===== src/rtl/dmem_arb_pkg.sv =====
// Shared types and constants for the two-master data-memory arbiter.
package dmem_arb_pkg;

  typedef enum logic [1:0] {IDLE, OWN0, OWN1} arb_state_t;

  localparam logic [31:0] SW_ADDR      = 32'hC000_0000;
  localparam logic [31:0] LED_ADDR     = 32'hC000_0004;
  localparam int unsigned MAX_LOCK_DEF = 8;

endpackage


===== src/rtl/dmem_arb_pick.sv =====
// Two-master winner selection. Defining DMEM_ARB_RR_EN gives round-robin on IDLE ties;
// otherwise m0 has fixed priority.
module dmem_arb_pick
  import dmem_arb_pkg::*;
(
  input  logic [1:0] req,
  input  logic       last,
  input  arb_state_t state,
  output logic       winner,
  output logic       valid
);

  logic tie_pick;

`ifdef DMEM_ARB_RR_EN
  assign tie_pick = ~last;
`else
  logic unused_last;
  assign unused_last = last;
  assign tie_pick    = 1'b0;
`endif

  always_comb begin
    winner = 1'b0;
    valid  = 1'b0;
    unique case (state)
      OWN0: begin
        winner = 1'b0;
        valid  = req[0];
      end
      OWN1: begin
        winner = 1'b1;
        valid  = req[1];
      end
      default: begin
        valid  = |req;
        winner = (&req) ? tie_pick : req[1];
      end
    endcase
  end

endmodule


===== src/rtl/dmem_arbiter.sv =====
// Arbiter/sequencer granting the single-port data memory to one of two masters per cycle,
// with bounded locked bursts. Tie policy selected by DMEM_ARB_RR_EN (see dmem_arb_pick).
module dmem_arbiter
  import dmem_arb_pkg::*;
#(
  parameter int unsigned DW       = 32,
  parameter int unsigned AW       = 32,
  parameter int unsigned MAX_LOCK = MAX_LOCK_DEF
) (
  input  logic          clk,
  input  logic          reset_n,
  input  logic          m0_req,
  input  logic          m0_we,
  input  logic          m0_lock,
  input  logic [AW-1:0] m0_addr,
  input  logic [DW-1:0] m0_wdata,
  output logic          m0_gnt,
  output logic          m0_rvalid,
  output logic [DW-1:0] m0_rdata,
  input  logic          m1_req,
  input  logic          m1_we,
  input  logic          m1_lock,
  input  logic [AW-1:0] m1_addr,
  input  logic [DW-1:0] m1_wdata,
  output logic          m1_gnt,
  output logic          m1_rvalid,
  output logic [DW-1:0] m1_rdata,
  output logic          mem_we,
  output logic [AW-1:0] mem_a,
  output logic [DW-1:0] mem_wd,
  input  logic [DW-1:0] mem_rd
);

  localparam int unsigned   CW        = $clog2(MAX_LOCK + 1);
  localparam logic [CW-1:0] LOCK_LAST = CW'(MAX_LOCK - 1);

  arb_state_t    state_q, state_d;
  logic [CW-1:0] lock_cnt_q, lock_cnt_d;
  logic          last_q, last_d;
  logic          winner, pick_valid, gnt_any, gnt_lock;
  logic          rd0, rd1;
  logic          rvalid0_q, rvalid1_q;
  logic [DW-1:0] rdata0_q, rdata1_q;

  dmem_arb_pick u_pick (
    .req    ({m1_req, m0_req}),
    .last   (last_q),
    .state  (state_q),
    .winner (winner),
    .valid  (pick_valid)
  );

  // Gated by reset so the memory bus goes quiet the instant reset asserts.
  assign gnt_any = pick_valid & reset_n;
  assign m0_gnt  = gnt_any & ~winner;
  assign m1_gnt  = gnt_any & winner;
  assign rd0     = m0_gnt & ~m0_we;
  assign rd1     = m1_gnt & ~m1_we;

  always_comb begin
    mem_we   = 1'b0;
    mem_a    = '0;
    mem_wd   = '0;
    gnt_lock = 1'b0;
    if (m0_gnt) begin
      mem_we   = m0_we;
      mem_a    = m0_addr;
      mem_wd   = m0_wdata;
      gnt_lock = m0_lock;
    end else if (m1_gnt) begin
      mem_we   = m1_we;
      mem_a    = m1_addr;
      mem_wd   = m1_wdata;
      gnt_lock = m1_lock;
    end
  end

  // Any cycle without a continuing lock (no grant, unlocked grant, or the MAX_LOCK-th
  // grant of a burst) falls back to IDLE with the counter cleared.
  always_comb begin
    state_d    = IDLE;
    lock_cnt_d = '0;
    last_d     = last_q;
    if (gnt_any) begin
      last_d = winner;
      if (gnt_lock && (lock_cnt_q != LOCK_LAST)) begin
        state_d    = winner ? OWN1 : OWN0;
        lock_cnt_d = lock_cnt_q + 1'b1;
      end
    end
  end

  always_ff @(posedge clk or negedge reset_n) begin
    if (!reset_n) begin
      state_q    <= IDLE;
      lock_cnt_q <= '0;
      last_q     <= 1'b1;
      rvalid0_q  <= 1'b0;
      rvalid1_q  <= 1'b0;
      rdata0_q   <= '0;
      rdata1_q   <= '0;
    end else begin
      state_q    <= state_d;
      lock_cnt_q <= lock_cnt_d;
      last_q     <= last_d;
      rvalid0_q  <= rd0;
      rvalid1_q  <= rd1;
      if (rd0) rdata0_q <= mem_rd;
      if (rd1) rdata1_q <= mem_rd;
    end
  end

  assign m0_rvalid = rvalid0_q;
  assign m1_rvalid = rvalid1_q;
  assign m0_rdata  = rdata0_q;
  assign m1_rdata  = rdata1_q;

endmodule


===== config.mk =====
export PLATFORM = sky130hd
export DESIGN_NAME = dmem_arbiter
export DESIGN_NICKNAME = d
export VERILOG_FILES = /design/src/rtl/dmem_arb_pkg.sv /design/src/rtl/dmem_arb_pick.sv /design/src/rtl/dmem_arbiter.sv
export SDC_FILE = /design/constraint.sdc
export NUM_CORES = 1
export LEC_CHECK = 0
export ABC_AREA = 1
export ABC_CLOCK_PERIOD_IN_PS = 2850
export BUFFER_PORTS_ARGS = -buffer_cell sky130_fd_sc_hd__buf_2
export CAP_MARGIN = 20
export CORE_AREA = 2 2 115 117
export CTS_CLUSTER_DIAMETER = 80
export CTS_CLUSTER_SIZE = 16
export DETAILED_ROUTE_END_ITERATION = 10
export DIE_AREA = 0 0 117 119
export PLACE_DENSITY = 0.76
export SLEW_MARGIN = 10
export SYNTH_ARGS = -nofsm -noshare
export SYNTH_HDL_FRONTEND = slang
export SYNTH_SLANG_ARGS = --single-unit

===== constraint.sdc =====
create_clock -name clk -period 2.85 [get_ports clk]
set_clock_uncertainty 0.2 [all_clocks]
set_input_delay 0.285 -clock clk [delete_from_list [all_inputs] [get_ports clk]]
set_output_delay 0.285 -clock clk [all_outputs]
set_load 0.02 [all_outputs]

==> key figures <==
Status
  – Outcome: finished clean

Logic synthesis
  – Syn avg cell area: 7.64 µm²
  – Largest cells by area after synthesis: dfrtp_1, nand2_1, o21ai_2
  – Yosys reg bits: 72
  – Largest area contributor in the netlist: dfrtp_1
  – Netlist cell types: 20
  – Synthesized net count: 664
  – YS warnings: 0
  – Synth Cell Area: 3770 µm²
  – Synth Instances: 493
  – Post-synth top area share: 47.8%
  – Post-synthesis sequential area ratio: 47.8%

Setup path
  – Max FO, Critical Path: 39
  – Required time worst endpoint: 2370 ps
  – Reg2reg start: state_q[0]$_DFF_PN0_
  – Critical-path cell list: inv_1 > ha_1 > o21ai_1 > nand2_1 > nand2_2 > nor2_4 > buf_12 > nand2_1 > nand2_1 > buf_2
  – Critical Path Most Common Cell: nand2_1
  – Data arrival time of the worst path: 2160 ps
  – Worst Setup SP: state_q[0]$_DFF_PN0_
  – Crit. End Element: output pin
  – Type of origin of the critical path: register
  – Crit Reg-Reg Endpoint: m0_rdata[14]$_DFFE_PN0P_
  – R2r setup slk: 570 ps
  – Crit-path slowest cell: dfrtp_1
  – Worst path max stage delay: 350 ps
  – R2R depth: 10
  – Crit Path Class: register to output pin
  – Setup crit end: mem_wd[5]

Global route
  – Largest net degree at the start of global routing: 73
  – Gr usage total: 20.0%
  – M1 GR Usage: 26.7%
  – Met2 usage: 32.9%
  – First-pass GRT wire length: 20.8 mm
  – Global route hottest layer: met2
  – Vias in the first global route: 3856
  – Met3 GRT Util: 5.39%
  – Initial antenna violation count: 4
  – Grt total ovfl: 0

STA
  – Worst-Margin Slew: 892 ps
  – Worst Slack Setup Final: 201 ps
  – Final min period: 2650 ps
  – Relative slew slack: 40.5%
  – Fin crit share: 92.9%
  – Final setup vio count: 0
  – WHS: 6.48 ps
  – Unrepaired setup endpoints after global routing: yes
  – Final Hold Fails: 0
  – Fmax: 378 MHz
  – Slew Limit Fails: 0

Detailed routing
  – Drt pass-1 iters: 5
  – DR vias: 4151
  – WL/cell: 15.0 µm
  – Initial DRC Count: 301
  – WL final: 14.6 mm
  – Vias per cell: 4.28
  – Post-route DRC: 0
  – ANT nets after route: 0

Clock network
  – Worst-skew pair later-pin latency: 330 ps
  – CTS tree: done
  – Clock-pin slew on the worst setup and hold paths: 60 ps
  – CTS H-tree depth: 3
  – Post-CTS setup buffer count: 0
  – Cts bufs inserted: 9
  – Clock Path Buffers: 2
  – Clock Root Buffer: clkbuf_16
  – CTS sink count: 72
  – Post-CTS Hold Fix Bufs: 0

Die
  – Die area: 13900 µm²
  – FP Rows: 42
  – # IOs: 301
  – Initial Utilization: 29.3%
  – Die H: 119 µm
  – Core footprint: 12900 µm²
  – Die Wd: 117 µm

Layout
  – Fin cells: 970
  – Core Util, Final: 44.5%
  – Area growth syn-to-layout: 52.1%
  – Most common cell after layout, fill and taps aside: buf_2
  – Most frequent cells in the layout: buf_2, nand2_1, dfrtp_1
  – Layout cell share with drive strength beyond 1: 46.4%
  – Nets: 959

Placement
  – IO buf count: 300
  – Final HPWL DP: 12.0 mm
  – Placed insts: 953
  – GP Congestion: 0.772
  – Pre-CTS WS: 547 ps

Power
  – Max VDD drop: 0.363 mV
  – Cell area power density: 638 nW/µm²
  – Leak: 3.56 nW

Min path
  – Hold WC Path Type: input port to register

Run
  – Max Cap Viol: 0
-- how the worst min path moves through the flow --
stage                            startpoint  cells past startpoint                       end
floorplan                           reset_n                      0   lock_cnt_q[0]$_DFF_PN0_
global placement    lock_cnt_q[0]$_DFF_PN0_                      1   lock_cnt_q[0]$_DFF_PN0_
finish                           mem_rd[24]                      3  m1_rdata[24]$_DFFE_PN0P_
CTS                              mem_rd[24]                      3  m1_rdata[24]$_DFFE_PN0P_
detailed placement  lock_cnt_q[0]$_DFF_PN0_                      1   lock_cnt_q[0]$_DFF_PN0_
global route                     mem_rd[26]                      3  m1_rdata[26]$_DFFE_PN0P_
-- report_power, final --
group | leakage (nW) | internal [mW] | switching (mW)
clock | 0.140 | 0.622 | 0.449
sequential | 0.913 | 1.23 | 0.111
combinational | 2.51 | 0.444 | 0.797
total | 3.56 | 2.30 | 1.36
-- synth_stat cells --
master    instances
o21ai_1          28
clkbuf_1          2
inv_2             1
o21ai_0           6
buf_2            12
nand3b_1          1
ha_1              3
nand2_2           2
inv_1            42
nor2_1            6
nor2_4            2
dfrtp_1          72
buf_4             3
o21ai_2          33
nand3_1           2
buf_6            11
nand4_1           2
xor2_1            1
xnor2_1           1
nand2_1         263
-- registers in the layout, summed over array words and instances, names as in the netlist --
register,count
lock_cnt_q,4
m0_rdata,32
m0_rvalid,1
m1_rdata,32
m1_rvalid,1
state_q,2
-- stage by stage --
step,TNS [ps],power [mW],area (µm²)
after floorplan,0,2.08,3770
after CTS,0,3.71,5720
after global placement,0,2.59,5430
final,0,3.66,5730
after detailed placement,0,2.61,5430
after global routing,-5.75,3.87,5730
-- worst max-delay path: cells and delay by family (launching register included) --
| family | cells | cell delay [ps] |
|---|---|---|
| compound gates | 1 | 80 |
| simple gates | 5 | 620 |
| buf+inv | 3 | 450 |
| flops | 1 | 350 |
| fa+ha+maj | 1 | 320 |
-- repair_timing --
| item | CTS | global route |
|---|---|---|
| hold endpoints to repair | 0 | 0 |
| endpoints found under the setup margin | 0 | 11 |
| gates resized for setup | 0 | 1 |
-- per-layer routing --
layer | vias up | part of all wire, %
met5 | - | 0.28
met4 | 6 | 0.99
met3 | 17 | 9.3
met2 | 196 | 46
met1 | 1842 | 43
li1 | 2090 | -
-- kinds of logic after synthesis --
| logic type | count (synthesis) | share of synthesized area [%] |
|---|---|---|
| xor+xnor | 2 | 0.465 |
| flops | 72 | 47.8 |
| simple gates | 278 | 28.5 |
| fa+ha+maj | 3 | 0.997 |
| compound gates | 67 | 12.2 |
| buf+inv | 71 | 9.97 |
-- area by class of cell --
cell class,instances,area [µm²]
Clock inverter,6,47.5
Timing Repair Buffer,312,1660
Tap cell,176,220
Clock buffer,10,239
Antenna cell,1,2.50
Sequential cell,72,1800
Fill cell,1333,7150
Inverter,43,161
Multi-Input combinational cell,350,1590
(Power assumes the default switching activity.)
